[src/rtl/multi_delay_pkg.sv]
// Shared types and elaboration helpers for the multi-channel delay timer.
package multi_delay_pkg;

    typedef enum logic {
        IDLE = 1'b0,
        RUN  = 1'b1
    } chan_state_e;

    localparam int unsigned MAX_CBITS = 31;

    // True when a reset limit of n is representable in a cbits-wide counter.
    function automatic bit limit_fits(input int unsigned cbits, input longint unsigned n);
        return (cbits >= 1) && (cbits <= MAX_CBITS) && (n < (64'd1 << cbits));
    endfunction

endpackage

[src/rtl/multi_delay_timer_channel.sv]
// One programmable delay channel: IDLE/RUN FSM, counter, active limit and a
// shadow limit that is only applied when the count is at (or returns to) zero.
module delay_channel
    import multi_delay_pkg::*;
#(
    parameter int unsigned CBITS     = 15,
    parameter int unsigned DEFAULT_N = 17500
) (
    input  logic             clk,
    input  logic             rst,
    input  logic             start,
    input  logic             abort,
    input  logic             periodic,
    input  logic             ld_we,
    input  logic [CBITS-1:0] ld_val,
    output logic             busy,
    output logic             expire,
    output logic             over
);

    chan_state_e      state;
    chan_state_e      state_nx;
    logic [CBITS-1:0] cnt;
    logic [CBITS-1:0] lim;
    logic [CBITS-1:0] shadow;
    logic             pend;
    logic             mode;
    logic             reload;

    always_ff @(posedge clk or posedge rst) begin
        if (rst) begin
            state <= IDLE;
        end else begin
            state <= state_nx;
        end
    end

    always_comb begin
        state_nx = state;
        case (state)
            IDLE: if (start && !abort) state_nx = RUN;
            RUN: begin
                if (abort)                state_nx = IDLE;
                else if (start)           state_nx = RUN;
                else if (expire && !mode) state_nx = IDLE;
            end
        endcase
    end

    always_comb begin
        busy   = (state == RUN);
        expire = busy && (cnt == lim);
        over   = (cnt > lim);
    end

    // Edges at which cnt becomes 0 next; only these may swap in a new limit.
    assign reload = !busy || abort || start || expire;

    always_ff @(posedge clk or posedge rst) begin
        if (rst) begin
            cnt    <= '0;
            lim    <= CBITS'(DEFAULT_N);
            shadow <= CBITS'(DEFAULT_N);
            pend   <= 1'b0;
            mode   <= 1'b0;
        end else begin
            if (busy && !(abort || start || expire)) cnt <= cnt + CBITS'(1);
            else                                     cnt <= '0;
            if (start && !abort) mode <= periodic;
            if (ld_we) shadow <= ld_val;
            if (pend && reload) lim <= shadow;
            if (ld_we)       pend <= 1'b1;
            else if (reload) pend <= 1'b0;
        end
    end

    assert property (@(posedge clk) disable iff (rst) !busy |-> (cnt == '0));

endmodule

[src/rtl/multi_delay_timer.sv]
// NCH independent programmable delay channels with per-channel limit load,
// plus aggregated over-limit error and all-idle summary.
module multi_delay_timer
    import multi_delay_pkg::*;
#(
    parameter int unsigned NCH       = 4,
    parameter int unsigned CBITS     = 15,
    parameter int unsigned DEFAULT_N = 17500
) (
    input  logic                   clk,
    input  logic                   rst,
    input  logic [NCH-1:0]         start,
    input  logic [NCH-1:0]         abort,
    input  logic [NCH-1:0]         periodic,
    input  logic                   ld_en,
    input  logic [$clog2(NCH)-1:0] ld_ch,
    input  logic [CBITS-1:0]       ld_val,
    output logic [NCH-1:0]         busy,
    output logic [NCH-1:0]         expire,
    output logic                   err,
    output logic                   idle
);

    localparam bit DEFAULT_OK = limit_fits(CBITS, DEFAULT_N);

    if (!DEFAULT_OK) begin : g_bad_default
        $error("multi_delay_timer: DEFAULT_N does not fit in CBITS");
    end

    logic [NCH-1:0] over;

    for (genvar i = 0; i < NCH; i++) begin : g_ch
        logic ld_we;
        // Selects outside 0..NCH-1 match no channel and are dropped.
        assign ld_we = ld_en && (int'(ld_ch) == i);

        delay_channel #(
            .CBITS    (CBITS),
            .DEFAULT_N(DEFAULT_N)
        ) u_chan (
            .clk     (clk),
            .rst     (rst),
            .start   (start[i]),
            .abort   (abort[i]),
            .periodic(periodic[i]),
            .ld_we   (ld_we),
            .ld_val  (ld_val),
            .busy    (busy[i]),
            .expire  (expire[i]),
            .over    (over[i])
        );
    end

    assign err  = |over;
    assign idle = ~|busy;

    assert property (@(posedge clk) disable iff (rst) !err);
    assert property (@(posedge clk) disable iff (rst) (expire & ~busy) == '0);

endmodule

[config.mk]
export PLATFORM = sky130hd
export DESIGN_NAME = multi_delay_timer
export DESIGN_NICKNAME = d
export VERILOG_FILES = /design/src/rtl/multi_delay_pkg.sv /design/src/rtl/multi_delay_timer_channel.sv /design/src/rtl/multi_delay_timer.sv
export SDC_FILE = /design/constraint.sdc
export NUM_CORES = 1
export LEC_CHECK = 0
export ABC_AREA = 1
export CORE_ASPECT_RATIO = 0.7
export CORE_MARGIN = 2
export CORE_UTILIZATION = 32
export CTS_CLUSTER_SIZE = 28
export DETAILED_ROUTE_END_ITERATION = 10
export SYNTH_ARGS = -nofsm -noshare
export SYNTH_HDL_FRONTEND = slang
export SYNTH_SLANG_ARGS = --single-unit
[constraint.sdc]
create_clock -name clk -period 17.9 [get_ports clk]
set_input_delay 3.58 -clock clk [delete_from_list [all_inputs] [get_ports clk]]
set_output_delay 3.58 -clock clk [all_outputs]
set_load 0.01 [all_outputs]
Word level (Yosys, flattened, before mapping)
Cells that the tools add are included.

storage, ports and cells
  output and inout bits = 10
  input bits = 32
  logic and storage cells = 143
  flip-flop bits (word level) = 192

operators by class
  muxes and demuxes = 32
  reductions and logical operators = 68
  add/sub/neg operators = 4
  bitwise logic cells = 4
  magnitude comparators = 4
  equal/unequal tests = 7

operators with widths
  cell                                            count
  adder 15 x 1 -> 15 bit (second input constant)  4
  == test 15 bit                                  4
  greater-than comparator 15 bit                  4
  two-way mux 15 bit                              4
  logical AND 1 bit                               24
  two-way mux 1 bit                               24
  logical OR 1 bit                                20
  logical NOT 1 bit                               17
  case mux 1 bit (2 select lines)                 4
  nonzero test 2 bit                              4
  OR reduction 4 bit                              2
  == test 2 bit (second input constant)           2
  NOT 1 bit                                       4
  == test 2 x 1 -> 1 bit (second input constant)  1
  logical NOT 2 bit                               1

Depth between registers and ports, before layout
Gate-level depths: netlist of run 1.

  depth in word-level cells = 7
  mapped depth = 13
  depth with buffers taken out = 13

By module
Synthesis of run 1 repeated with hierarchy kept, for this count alone.

unflattened totals
  cells, all modules = 1314
  area total of the unflattened synthesis = 10410.0 sq um

modules (own cells, without submodules)
  module                               cells an instance  instances  area each (sq um)  sequential area each (sq um)
  delay_channel at g_ch[0].u_chan ...  324                3          2583.7             1216.2
  delay_channel at g_ch[1].u_chan      324                1          2591.2             1216.2
  multi_delay_timer                    18                 1          67.6               0.0

Least setup slack after synthesis of run 1
Ideal clock, no wire load.

  path type = register to output
  start point = register g_ch[2].u_chan.lim[14]
  end point = output port err
  required time = 14320 ps
  stages on the path, launching flop included = 13
  path slack = 12835 ps
  arrival time = 1485 ps
  buffers on the path = 0
  cells stage by stage = dfstp_2 > inv_1 > ha_1 > nand2_1 > nor2_2 > inv_2 > nor2_1 > nand2_1 > nand2_1 > nand2_1 > nand2_1 > inv_1 > nand2_1

between the ends
  cells in the longest elaborated chain, start to end = 2

RTL lines
  what                            line                             RTL
  start: declaration              multi_delay_timer_channel.sv:24  logic [CBITS-1:0] lim;
  start signal: assignment        multi_delay_timer_channel.sv:62  lim <= CBITS'(DEFAULT_N);
  start signal: assignment        multi_delay_timer_channel.sv:71  if (pend && reload) lim <= shadow;
  greater-than comparator 15 bit  multi_delay_timer_channel.sv:53  over = (cnt > lim);
  OR reduction 4 bit              multi_delay_timer.sv:54          assign err = |over;
  end: declaration                multi_delay_timer.sv:20          output logic err,

Every way passes these cells.

Final worst setup path of run 1
  start point = register g_ch[0].u_chan.lim[14]
  end point = output port err

between the ends
  cells in the longest elaborated chain, start to end = 2

RTL lines
  what                            line
  start: declaration              multi_delay_timer_channel.sv:24
  start signal: assignment        multi_delay_timer_channel.sv:62
  start signal: assignment        multi_delay_timer_channel.sv:71
  greater-than comparator 15 bit  multi_delay_timer_channel.sv:53
  OR reduction 4 bit              multi_delay_timer.sv:54

Every way passes these cells.

==> flow_metrics.tcl, run 1 <==
set metrics [dict create \
    synth_area_leaders "dfrtp_1, nand2_1, dfstp_2" \
    power_frac_clock_pct 34.9 \
    vias 7434 \
    end_kind "output port" \
    mostFrequentLayoutCells "nand2_1, inv_1, dfrtp_1" \
    dpl-instance-area_um2 10600 \
    vdd_drop_max_v 0.0000564 \
    combPwrFrac_pct 17.6 \
    diodes 0 \
    netlist_instances 1197 \
    relSlewSlack_pct 36.0 \
    reg2reg_depth 9 \
    clkSlewWorstSetupHoldPaths_ps 70 \
    grt_max_degree 116 \
    intPower_uw 820 \
    wl_per_cell_um 13.2 \
    design_power_total_mw 1.15 \
    ios 42 \
    fin_setup_tns_ps 0 \
    tightest_slew_ps 960 \
    drive_gt1_share_pct 8.63 \
    synth_seq_cells 192 \
    grt_first_pass_wirelength_um 37000 \
    fmax_ghz 0.157 \
    critical_path_depth 12 \
    whs_path_depth 2 \
    synthToLayoutAreaGrowth_pct 13.1 \
    maxCapViolCount 0 \
    drt-pass1-iter-count 4 \
    gr-total-overflow 0 \
    clock_sinks 192 \
    path_max_fanout 3 \
    num_rows 53 \
    switching_share_pct 28.9 \
    synthesis.area_um2 9910 \
    drc_errors 0 \
    finalSetupViolCount 0 \
    synth_top_area_cell "dfrtp_1" \
    port-buffer-count 41 \
    finalCritPeriodShare_pct 35.7 \
    final_nets 1312 \
    critical_path_arrival_ps 2800 \
    first_global_vias 7215 \
    skew_ps 7.49 \
    cp_num_buf_inv 3 \
    seq_area_frac_synth_pct 49.1 \
    root_buffer "clkbuf_16" \
    routed_wl_um 21700 \
    ctsResizeCount 0 \
    grtUsageTotal_pct 14.5 \
    gp_congestion 0.790 \
    power_density_nw_per_um2 103 \
    slew_violations 0 \
    p_sw_uw 334 \
    die_w_um 214 \
    fin_util_pct 37.1 \
    final_common_cell "nand2_1" \
    routed_via_density 4.53 \
    antenna_found_initial 1 \
    synth_top_area_share_pct 36.3 \
    hp-class "reg2reg" \
    rsz0062_at_grt "false" \
    critical_path_class "reg2out" \
    fin_hold_ws_ps 463 \
    ant_nets 0 \
    worst_path_max_delay_cell "clkdlybuf4s50_1" \
    cts_buffers 17 \
    cp.required_ps 14320 \
    avgSynthCellArea_um2 8.28 \
    cpMostUsedCell "nand2_1" \
    p_leak_nw 5.46 \
    mappedNetlistNets 1293 \
    worstPathCellList "inv_1 -> ha_1 -> nand2_1 -> nor2_1 -> and2_1 -> nand2_1 -> nand2_1 -> nand2_1 -> nand2_1 -> inv_1 -> nand2_1 -> clkdlybuf4s50_1" \
    core_area_um2 30200 \
    post-cts-setup-buffers 0 \
    initial_core_util_pct 32.8 \
    stdcell_area_um2 11200 \
    ys_types 37 \
    insertion_delay_ps 450 \
    place_ws_ps 12010 \
    finalHoldViolCount 0 \
    outcome "complete, no violations" \
    die_height_um 151 \
    dp.cells 1609 \
    seq_power_share_pct 47.4 \
    final_cells 1640 \
    clockBufferDepth 2 \
    cts_tree "built" \
    worst_path_largest_cell_delay_ps 550 \
    crit_path_start_kind "flop" \
    place_hpwl_um 15700 \
    hold_buffers 0 \
    htree_levels 4 \
    min_period_ps 6380 \
    setup_slack_ps 11520 \
    die_area_um2 32400 \
    drtIter0Drc 518 \
    ys_warn_count 0 \
    cp_top_family "simple AND/OR/NAND/NOR gates" \
]
-- layer usage --
layer	GRT usage, %	vias up	wire, um	share of wire, %
met2	20.6	111	8640	40
met3	3.37	20	994	4.6
met5	0	-	0	0
li1	-	3807	-	-
met4	4.38	0	235	1.1
met1	21.6	3496	11800	54
-- power groups by stage --
stage | sequential [mW] | clock [mW] | combinational (mW)
finish | 0.547 | 0.403 | 0.204
global route | 0.556 | 0.426 | 0.244
CTS | 0.547 | 0.412 | 0.207
detailed placement | 0.555 | 0 | 0.206
global placement | 0.553 | 0 | 0.199
floorplan | 0.541 | 0 | 0.157
-- registers in the layout, indices dropped and copies added (netlist names) --
register and flops:
g_ch.u_chan.mode 4, g_ch.u_chan.busy 4, g_ch.u_chan.pend 4, g_ch.u_chan.shadow 60, g_ch.u_chan.lim 60, g_ch.u_chan.cnt 60
-- cell usage after synthesis, drive strengths merged --
master	count
nand3	82
o21a	4
nand2	347
and3	1
nor4	1
a211oi	3
xor2	14
o21ai	69
a21oi	27
and2	2
clkbuf	20
or2	1
xnor2	5
nor2	103
inv	166
nor3	33
ha	64
o31ai	1
dfstp	48
buf	24
o21bai	1
nand4	11
nor3b	14
nand3b	8
dfrtp	144
mux2	4
-- area by class of cell --
class | count | area, um2
inverters | 166 | 631
repair buffers | 44 | 433
clock buffers | 21 | 440
well taps | 412 | 515
multi-input cells | 795 | 4160
flip-flops and latches | 192 | 4860
clock inverters | 10 | 163
fillers | 3163 | 19000
-- final timing paths --
check / slack, ps / end / startpoint
max in group asynchronous: 12690 / g_ch[1].u_chan.shadow[12]$_DFFE_PP0P_ / rst
worst min-delay path: 460 / g_ch[0].u_chan.lim[6]$_DFFE_PP1P_ / g_ch[0].u_chan.lim[6]$_DFFE_PP1P_
worst min register to register: 460 / g_ch[0].u_chan.lim[6]$_DFFE_PP1P_ / g_ch[0].u_chan.lim[6]$_DFFE_PP1P_
worst max-delay path: 11520 / err / g_ch[0].u_chan.lim[14]$_DFFE_PP1P_
min in group asynchronous: 3670 / g_ch[3].u_chan.busy$_DFF_PP0_ / rst
worst max register to register: 15220 / g_ch[0].u_chan.lim[0]$_DFFE_PP0P_ / g_ch[0].u_chan.lim[14]$_DFFE_PP1P_
-- worst register-to-register path: stages, from the launching register on --
cell and delay [ps]:
dfstp_2 530, inv_1 40, ha_1 280, nand2_1 70, nor2_1 230, nand4_2 220
nand3b_2 620, nand2_2 360, nand2_1 150, nand2_1 60
-- cell families after synthesis --
family,after synthesis,synth area share [%]
AO/OA/AOI/OAI,105,5.60
multiplexers,4,0.454
flip-flops,192,49.1
adder cells (fa/ha/maj),64,8.08
buffers and inverters,210,8.96
AND/OR/NAND/NOR,603,26.2
XOR/XNOR,19,1.68
Note: power is estimated with default switching activity, not from simulation.
==> run 2, diff against run 1 <==
Clock period 17.9 ns to 5.6 ns, I/O delays scaled along.
==> flow_metrics.tcl, run 2 (same netlist as run 1, synthesis figures left out) <==
set metrics [dict create \
    cts_buffers 17 \
    routed_wl_um 21600 \
    gp_congestion 0.802 \
    die_height_um 151 \
    final_common_cell "nand2_1" \
    top_regs "g_ch.u_chan.cnt: 60 flops, g_ch.u_chan.lim: 60 flops, g_ch.u_chan.shadow: 60 flops" \
    synthToLayoutAreaGrowth_pct 13.1 \
    antenna_found_initial 0 \
    outcome "complete, no violations" \
    min_period_ps 3850 \
    post-cts-setup-buffers 0 \
    finalHoldViolCount 0 \
    clkSlewWorstSetupHoldPaths_ps 70 \
    fmax_ghz 0.259 \
    path_max_fanout 3 \
    rr_startpoint "g_ch[1].u_chan.lim[14]$_DFFE_PP1P_" \
    skew_ps 11.1 \
    drtIter0Drc 495 \
    whs_path_depth 2 \
    core_area_um2 30200 \
    grtUsageTotal_pct 14.3 \
    holdPathEnd "g_ch[0].u_chan.lim[4]$_DFFE_PP1P_" \
    tightest_slew_ps 1030 \
    cpMostUsedCell "nand2_1" \
    place_ws_ps 2200 \
    routed_via_density 4.48 \
    reg2reg_depth 9 \
    die_w_um 214 \
    vias 7367 \
    root_buffer "clkbuf_16" \
    vdd_drop_max_v 0.000214 \
    ios 42 \
    reg2reg_slack_ps 2960 \
    wl_per_cell_um 13.1 \
    port-buffer-count 41 \
    design_power_total_mw 3.60 \
    ctsResizeCount 0 \
    rsz0062_at_grt "false" \
    hp-class "reg2reg" \
    finalCritPeriodShare_pct 68.8 \
    worstPathCellList "inv_1 -> ha_1 -> nand2_1 -> nor2_1 -> and2_1 -> nand2_1 -> nand2_1 -> nand2_1 -> nand2_1 -> inv_1 -> nand2_1 -> clkdlybuf4s50_1" \
    p_leak_nw 5.46 \
    fillers 3143 \
    power_density_nw_per_um2 321 \
    mostFrequentLayoutCells "nand2_1, inv_1, dfrtp_1" \
    die_area_um2 32400 \
    regArea_um2 4860 \
    fin_setup_tns_ps 0 \
    maxCapViolCount 0 \
    clockBufferDepth 2 \
    cp.required_ps 4480 \
    relSlewSlack_pct 31.2 \
    initial_core_util_pct 32.8 \
    slew_violations 0 \
    worst_path_max_delay_cell "clkdlybuf4s50_1" \
    grt_first_pass_wirelength_um 36400 \
    dpl-instance-area_um2 10600 \
    crit_path_start_kind "flop" \
    final_nets 1313 \
    hold_buffers 0 \
    setup_slack_ps 1750 \
    grt_max_degree 85 \
    ant_nets 0 \
    hold_path_startpoint "g_ch[0].u_chan.lim[4]$_DFFE_PP1P_" \
    drt-pass1-iter-count 4 \
    critical_path_class "reg2out" \
    num_rows 53 \
    place_hpwl_um 15700 \
    multi_input_area_um2 4160 \
    drive_gt1_share_pct 9.11 \
    first_global_vias 6988 \
    drc_errors 0 \
    worst_path_largest_cell_delay_ps 540 \
    critical_path_arrival_ps 2730 \
    clock_sinks 192 \
    insertion_delay_ps 450 \
    gr-total-overflow 0 \
    cts_tree "built" \
    r2r-end "g_ch[1].u_chan.lim[9]$_DFFE_PP0P_" \
    stdcell_area_um2 11200 \
    end_kind "output port" \
    finalSetupViolCount 0 \
    htree_levels 4 \
    fin_util_pct 37.1 \
]
-- run 2: worst max-delay path by stage --
stage                                                   from                       endpoint  slack (ps)  depth (start not counted)
after floorplan                                          rst  g_ch[0].u_chan.busy$_DFF_PP0_        2040                          1
after global placement    g_ch[0].u_chan.lim[14]$_DFFE_PP1P_                            err        2210                         12
after detailed placement  g_ch[0].u_chan.lim[14]$_DFFE_PP1P_                            err        2200                         12
after CTS                 g_ch[0].u_chan.lim[14]$_DFFE_PP1P_                            err        1700                         12
after global routing      g_ch[3].u_chan.lim[14]$_DFFE_PP1P_                            err        1510                         12
final                     g_ch[0].u_chan.lim[14]$_DFFE_PP1P_                            err        1750                         12
-- run 2: per-layer routing --
metal,GRT usage (%),vias to the layer above,wire length [um]
li1,-,3823,-
met1,21.7,3427,12100
met2,19.6,93,8360
met3,3.65,24,873
met4,4.34,0,280
met5,0,-,0
-- run 2: cell type report --
cell class	count	area share (%)
clock inverters	11	0.848
repair buffers	45	4.15
multi-input cells	795	37.1
flip-flops and latches	192	43.4
diodes	1	0.0223
clock buffers	21	4.29
well taps	412	4.60
inverters	166	5.59
-- run 2: report_power, final --
group / switching, mW / total [mW] / internal (mW)
clock network: 0.571 / 1.20 / 0.628
registers: 0.119 / 1.75 / 1.63
logic: 0.407 / 0.652 / 0.246
-- run 2: per-stage QoR --
stage | hold WS [ps] | cells
floorplan | 442 | 1197
global placement | 452 | 1610
detailed placement | 454 | 1610
CTS | 465 | 1642
global route | 477 | 1642
finish | 464 | 1643
-- run 2: critical path: cells and delay by family (launching register included) --
family / cells / cell delay [ps]
adder cells (fa/ha/maj): 1 / 280
buffers and inverters: 3 / 620
flip-flops: 1 / 530
AND/OR/NAND/NOR: 8 / 850
